$ cat src/rtl/counter_pkg.sv
// Shared types and parameter checks for the modulo counter chain and its consumers
// (e.g. the display decoder).
package counter_pkg;

    localparam int CNT_W = 8;

    typedef logic [CNT_W-1:0] stage_t;

    // A modulus is usable when it lies in 1 .. 2**width.
    function automatic bit modulus_ok(input int modulus, input int width);
        longint limit;
        limit = longint'(1) << width;
        return (modulus >= 1) && (longint'(modulus) <= limit);
    endfunction

endpackage

$ cat src/rtl/counter_modulo_stage.sv
// One modulo-MOD up/down counter stage with saturating parallel load.
// at_term flags the value from which the next count in the current direction wraps.
module counter_modulo_stage #(
    parameter int W   = 8,
    parameter int MOD = 60
) (
    input  logic         clk,
    input  logic         reset,
    input  logic         carry_in,
    input  logic         up,
    input  logic         load,
    input  logic [W-1:0] load_value,
    output logic [W-1:0] cnt,
    output logic         at_term
);

    localparam logic [W-1:0] MAX_VAL = W'(MOD - 1);

    logic [W-1:0] cnt_reg;
    logic [W-1:0] cnt_next;

    always_comb begin
        cnt_next = cnt_reg;
        if (load) begin
            // Out-of-range loads clamp so the stage never holds an illegal value.
            cnt_next = (load_value > MAX_VAL) ? MAX_VAL : load_value;
        end else if (carry_in) begin
            if (up) begin
                cnt_next = (cnt_reg == MAX_VAL) ? '0 : cnt_reg + W'(1);
            end else begin
                cnt_next = (cnt_reg == '0) ? MAX_VAL : cnt_reg - W'(1);
            end
        end
    end

    always_ff @(posedge clk) begin
        if (reset) begin
            cnt_reg <= '0;
        end else begin
            cnt_reg <= cnt_next;
        end
    end

    assign at_term = up ? (cnt_reg == MAX_VAL) : (cnt_reg == '0);
    assign cnt     = cnt_reg;

endmodule

$ cat src/rtl/counter_modulo_chain.sv
// Cascade of modulo counter stages (stage 0 least significant) with a combinational
// carry chain; tick[i] marks the cycle in which stage i wraps.
module counter_modulo_chain
    import counter_pkg::*;
#(
    parameter int NUM_STAGES = 3,
    parameter int W          = 8,
    parameter int MODULI [NUM_STAGES-1:0] = '{24, 60, 60}
) (
    input  logic                             clk,
    input  logic                             reset,
    input  logic                             enable,
    input  logic                             up,
    input  logic                             load,
    input  logic [NUM_STAGES-1:0][W-1:0]     load_value,
    output logic [NUM_STAGES-1:0][W-1:0]     cnt,
    output logic [NUM_STAGES-1:0]            tick,
    output logic                             tick_all
);

    logic [NUM_STAGES:0]   carry;
    logic [NUM_STAGES-1:0] at_term;

    // Reset and load both suppress counting, which also keeps every tick low.
    assign carry[0] = enable & ~load & ~reset;

    generate
        for (genvar gi = 0; gi < NUM_STAGES; gi++) begin : g_stage
            if (!modulus_ok(MODULI[gi], W)) begin : g_bad_modulus
                $error("counter_modulo_chain: MODULI[%0d]=%0d outside 1..2**%0d",
                       gi, MODULI[gi], W);
            end

            counter_modulo_stage #(
                .W   (W),
                .MOD (MODULI[gi])
            ) u_stage (
                .clk        (clk),
                .reset      (reset),
                .carry_in   (carry[gi]),
                .up         (up),
                .load       (load),
                .load_value (load_value[gi]),
                .cnt        (cnt[gi]),
                .at_term    (at_term[gi])
            );

            assign carry[gi+1] = carry[gi] & at_term[gi];
        end
    endgenerate

    assign tick     = carry[NUM_STAGES:1];
    assign tick_all = tick[NUM_STAGES-1];

endmodule
$ cat config.mk
export PLATFORM = sky130hd
export DESIGN_NAME = counter_modulo_chain
export DESIGN_NICKNAME = d
export VERILOG_FILES = /design/src/rtl/counter_pkg.sv /design/src/rtl/counter_modulo_stage.sv /design/src/rtl/counter_modulo_chain.sv
export SDC_FILE = /design/constraint.sdc
export NUM_CORES = 1
export LEC_CHECK = 0
export CORE_UTILIZATION = 40
export CTS_CLUSTER_SIZE = 10
export DETAILED_ROUTE_END_ITERATION = 16
export PLACE_DENSITY = 0.76
export SYNTH_ARGS = -nofsm -noshare
export SYNTH_HDL_FRONTEND = slang
export SYNTH_SLANG_ARGS = --single-unit
$ cat constraint.sdc
create_clock -name clk -period 2.7 [get_ports clk]
set_clock_uncertainty 0.05 [all_clocks]
set_input_delay 0.54 -clock clk [delete_from_list [all_inputs] [get_ports clk]]
set_output_delay 0.54 -clock clk [all_outputs]
set_load 0.01 [all_outputs]
---- Yosys cells after proc, flatten, opt, wreduce, memory -nomap -nowiden ----
Cells that the tools add are included.
storage, ports and cells
  register bits after elaboration ......... 24
cells by class
  $add $sub $neg .......................... 6
  magnitude comparators ................... 3
  equality and inequality tests ........... 3
  multiplexer cells ....................... 21
  bitwise operators ....................... 7
  reductions and logical operators ........ 6
operator list
  operator                                                        count
  2-to-1 mux 8 bit                                                18
  adder 8 x 1 -> 8 bit (second input constant)                    3
  logical NOT 8 bit                                               3
  subtractor 8 x 1 -> 8 bit (second input constant)               3
  equality test 8 x 6 -> 1 bit (second input constant)            2
  greater-than comparator 8 x 6 -> 1 bit (second input constant)  2
  equality test 8 x 5 -> 1 bit (second input constant)            1
  greater-than comparator 8 x 5 -> 1 bit (second input constant)  1
  nonzero test 2 bit                                              3
  AND 1 bit                                                       5
  2-to-1 mux 1 bit                                                3
  inverter 1 bit                                                  2

---- Longest topological paths before layout ----
Gate-level depths: netlist of run 1.
  word-level depth ........................ 7
  mapped depth ............................ 9

---- Modules after synthesis ----
A second synthesis of run 1 with hierarchy kept.
unflattened totals
  cells, all modules ...................... 322
  area total of the unflattened synthesis .. 2387.3 µm²
modules (own cells, without submodules)
  module                                          instances  cells an instance  area an instance (µm²)  seq. area each (µm²)
  counter_modulo_stage at g_stage[0].u_stage ...  2          110                788.3                   160.2
  counter_modulo_stage at g_stage[2].u_stage      1          95                 745.7                   160.2
  counter_modulo_chain                            1          7                  65.1                    0.0

---- Least setup slack after synthesis of run 1 ----
OpenSTA, ideal clock, no wires.
  path type ............................... register to output
  start ................................... register g_stage[0].u_stage.cnt_reg[0]
  end ..................................... output tick[2]
  arrival time ............................ 2.281 ns
  data required time ...................... 2.110 ns
  slack ................................... -0.171 ns
  cell stages (with the launch flop) ...... 8
  path buffers ............................ 2
  cells stage by stage .................... dfxtp_1 -> ha_1 -> or4b_1 -> nor2_1 -> o221ai_2 -> buf_6 -> nor3_1 -> buf_4
on the way
  cells in the longest elaborated chain, start to end .. 5
  elaborated cells between the ends (all ways) .. 6
  those cells by class .................... eq/ne: 1; mux: 1; bitwise: 3; reduce/logical: 1
ends and longest elaborated chain
  item                                                               RTL line                    RTL
  start, declared                                                    counter_modulo_stage.sv:19  logic [W-1:0] cnt_reg;
  start signal, assigned                                             counter_modulo_stage.sv:40  cnt_reg <= cnt_next;
  equality test 8 x 6 -> 1 bit or logical NOT 8 bit (tied branches)  counter_modulo_stage.sv:44  assign at_term = up ? (cnt_reg == MAX_VAL) : (cnt_reg == '0);
  2-to-1 mux 1 bit *                                                 counter_modulo_stage.sv:44
  AND 1 bit * (3 in series)                                          counter_modulo_chain.sv:48  assign carry[gi+1] = carry[gi] & at_term[gi];
  end, declared                                                      counter_modulo_chain.sv:17  output logic [NUM_STAGES-1:0] tick,
Every way passes the cells marked *; elsewhere a longest branch is shown, timed or not.

---- Worst setup path in the final report of run 1 ----
  start ................................... register g_stage[0].u_stage.cnt_reg[1]
  end ..................................... output tick[2]
Same word-level chain as after synthesis.

==> results of run 1 <==
through the flow:
stage	TNS [ps]	util, %
3_5_place_dp	-1870	57.8
2_1_floorplan	0	-
5_1_grt	0	61.1
3_3_place_gp	-1620	57.8
6_report	0	61.1
4_1_cts	-167	59.6
critical path: stages, from the launching register on:
cell	delay (ps)
sky130_fd_sc_hd__dfxtp_2	380
sky130_fd_sc_hd__ha_4	130
sky130_fd_sc_hd__or4b_4	490
sky130_fd_sc_hd__nor2_4	170
sky130_fd_sc_hd__o221ai_4	140
sky130_fd_sc_hd__buf_6	150
sky130_fd_sc_hd__nor3_4	170
sky130_fd_sc_hd__clkbuf_2	150
power by group:
| group | total, µW | switching, µW | internal, µW |
|---|---|---|---|
| combinational | 462 | 237 | 225 |
| sequential | 399 | 22.3 | 376 |
| clock | 261 | 130 | 131 |
| total | 1120 | 389 | 732 |
cell usage after synthesis, types with 3 or more instances:
cell type	n
sky130_fd_sc_hd__inv_2	5
sky130_fd_sc_hd__nand2b_1	5
sky130_fd_sc_hd__o32ai_1	3
sky130_fd_sc_hd__o21a_1	4
sky130_fd_sc_hd__nor3_1	12
sky130_fd_sc_hd__clkbuf_1	21
sky130_fd_sc_hd__nand4_1	11
sky130_fd_sc_hd__a21oi_1	24
sky130_fd_sc_hd__and2_1	3
sky130_fd_sc_hd__dfxtp_1	24
sky130_fd_sc_hd__a211oi_1	3
sky130_fd_sc_hd__ha_1	6
sky130_fd_sc_hd__o221ai_1	4
sky130_fd_sc_hd__a311oi_1	4
sky130_fd_sc_hd__a31oi_1	9
sky130_fd_sc_hd__o21ai_0	15
sky130_fd_sc_hd__o22ai_1	3
sky130_fd_sc_hd__inv_1	13
sky130_fd_sc_hd__nand3_1	22
sky130_fd_sc_hd__nor2_1	25
sky130_fd_sc_hd__xor2_1	3
sky130_fd_sc_hd__and3_1	8
sky130_fd_sc_hd__nor4_1	8
sky130_fd_sc_hd__o21ai_1	5
sky130_fd_sc_hd__o31ai_1	5
sky130_fd_sc_hd__nand2_1	24
sky130_fd_sc_hd__o211ai_1	5
sky130_fd_sc_hd__buf_4	4
layout make-up:
type | count | share of cell area, %
Multi-Input combinational cell | 255 | 50.1
Timing Repair Buffer | 114 | 29.3
Sequential cell | 24 | 14.3
Tap cell | 72 | 2.66
Inverter | 18 | 2.00
Clock buffer | 4 | 1.63
kinds of logic after synthesis:
group | Yosys count
muxes | 1
adders and majority gates | 6
and+or+nand+nor | 133
buffers and inverters | 47
AOI/OAI and AO/OA | 111
xor gates and xnor gates | 4
DFF | 24
per-layer routing:
layer  GRT usage (%)  vias up  wire length (µm)
met3            4.59       23               684
met4            8.49        0               152
li1                -     1431                 -
met1            35.1     1416              3310
met5               0        -                 0
met2            42.4      182              3730
repair_timing:
action                                  CTS  global route
pin swaps                                 2             4
endpoints found under the setup margin    4             4
gates resized for setup                  12            16
setup buffers                             2             5
worst paths after layout:
| check | endpoint | depth (start not counted) | slack (ps) | start |
|---|---|---|---|---|
| worst min-delay path | g_stage[2].u_stage.cnt[7]$_SDFFE_PP0P_ | 2 | 510 | g_stage[2].u_stage.cnt[7]$_SDFFE_PP0P_ |
| worst max-delay path | tick[2] | 7 | 60 | g_stage[0].u_stage.cnt[1]$_SDFFE_PP0P_ |
| worst min register to register | g_stage[2].u_stage.cnt[7]$_SDFFE_PP0P_ | 2 | 510 | g_stage[2].u_stage.cnt[7]$_SDFFE_PP0P_ |
| worst max register to register | g_stage[2].u_stage.cnt[3]$_SDFFE_PP0P_ | 7 | 420 | g_stage[2].u_stage.cnt[0]$_SDFFE_PP0P_ |
==> results.md, run 1 <==
- Result of the run: completed
- Path type of the worst setup path: reg2out
- Path type of the worst min-delay path: reg2reg
- Cells after DPL: 476
- Area Growth Syn to Fin: 47.2%
- Synthesis-stage register bit count: 24
- Post-synthesis cell type count: 64
- Power per cell area: 331 nW/µm²
- Number of global-route vias before repair: 2779
- Setup Viol. Count Final: 0
- Total clock sinks: 24
- Cell count after synthesis: 326
- Cell chosen for the clock root: sky130_fd_sc_hd__clkbuf_8
- Upper clock frequency limit: 379 MHz
- Die Span Y: 77.8 µm
- Clock transition time at the flip-flop clock pins of the worst setup and hold paths: 100 ps
- Share of the synthesized area in the top cell type: 20.9%
- Antenna Diode Count: 0
- Worst skew pair latency: 270 ps
- Mean Syn Cell Area: 7.05 µm²
- Maximum number of pins on one net before global-route repair: 36
- Port buffer count: 56
- Worst setup slack before clock tree synthesis: -488 ps
- Combined area of all synthesized cells: 2300 µm²
- Global-route wire length before repair: 13000 µm
- Number of vias after detailed routing: 3052
- Total of fill cells in the finished design: 516
- Syn_nets: 361
- Most used flip-flop cell after synthesis: sky130_fd_sc_hd__dfxtp_1
- Routed Wire Length: 7880 µm
- Unrepaired setup endpoints after global routing: no
- Number of enable flip-flop cells after synthesis: 0
- Final-report max-slew violation count: 0
- Synth Warn #: 0
- Area fraction in compound gates after synthesis: 33.7%
- Total Power: 1120 µW
- GRT Total Usage: 26.3%
- Worst endpoint required time: 2110 ps
- Leakage Power: 0.00132 µW
- Total die area: 6060 µm²
- Vias per std cell: 6.27
- Share of the cycle needed by the critical path after routing: 97.7%
- Library cell with the largest summed area after synthesis: sky130_fd_sc_hd__dfxtp_1
- Startpoint class of the critical path: register
- Crit path setup slack, layout: 62.4 ps
- Clock tree from TritonCTS: done
- Final worst path period need: 2640 ps
- Effective utilization at floorplan: 41.5%
- Maximum buffer depth of the clock tree: 2
- Width of the die: 77.8 µm
- Wire length per cell after detailed routing: 16.2 µm
- Placed inst area: 3200 µm²
- Post-detail-place hpwl: 5810 µm
- Leading cell type in the layout, fill and taps excluded: sky130_fd_sc_hd__buf_4
- Headroom to the max-slew limit: 51.1%
- Highest net fanout along the worst path: 3
- Worst Max-Slew Pin Slew: 727 ps
- Area of combinational cells with multiple inputs: 1700 µm²
- Post-detailed-route DRC marker count: 0
- Final worst hold slack: 511 ps
- Total congestion overflow after global routing: 0
- Capturing element type of the critical path: primary output
- Number of endpoints with negative hold slack in the final report: 0
- IO Pins: 57
- Fraction of synthesized cell area in xor and xnor cells: 1.52%
- Antenna viol nets, final: 0
- Combinational family with the most area after synthesis: compound AO/OA/AOI/OAI gates
- Post-route cell area: 3390 µm²
- Adder-cell share of the synthesized area: 3.26%
- Simple-gate portion of the synthesized area: 31.1%
- Count of non-filler cells in the finished layout: 487
- Most frequent cells in the layout: sky130_fd_sc_hd__buf_4, sky130_fd_sc_hd__clkdlybuf4s50_1, sky130_fd_sc_hd__nor2_1, sky130_fd_sc_hd__nand2_1, sky130_fd_sc_hd__a21oi_1
- Count of hold-fix buffers inserted at cts: 0
- Mux contribution to synthesized area: 0.490%
- Worst IR drop on VDD: 180 µV
- Synth async-reset ratio: 0%
- Number of nets in the final layout: 451
- Number of flip-flops in the largest register: 24
- Core ar.: 5540 µm²
- Drt pass-1 iters: 8
- Maximum level of the CTS H-tree: 1
- Sequential fraction of the synthesis area: 20.9%
- Number of standard-cell rows in the floorplan: 27
- Footprint of the flip-flops and latches: 484 µm²
- TritonCTS buffer count: 3
- Top area cells in the synthesized netlist: sky130_fd_sc_hd__dfxtp_1, sky130_fd_sc_hd__a21oi_1, sky130_fd_sc_hd__nand3_1
- Share of layout cells above drive strength 1: 21.0%
- Routability congestion estimate: 0.921
- Initial antenna violation count: 0
- Worst Path Arrival: 2050 ps
- Initial DRC Count: 314
- Max-cap viol count: 0
Power figures use the tool's default switching activity.
==> run 2: changes to the inputs <==
--- a/config.mk
+++ b/config.mk
@@ -9,6 +9,7 @@
 export CTS_CLUSTER_SIZE = 10
 export DETAILED_ROUTE_END_ITERATION = 16
 export PLACE_DENSITY = 0.76
+export SLEW_MARGIN = 20
 export SYNTH_ARGS = -nofsm -noshare
 export SYNTH_HDL_FRONTEND = slang
 export SYNTH_SLANG_ARGS = --single-unit
==> results of run 2 <==
No change in the layout: final DEF, timing and power equal those of run 1.
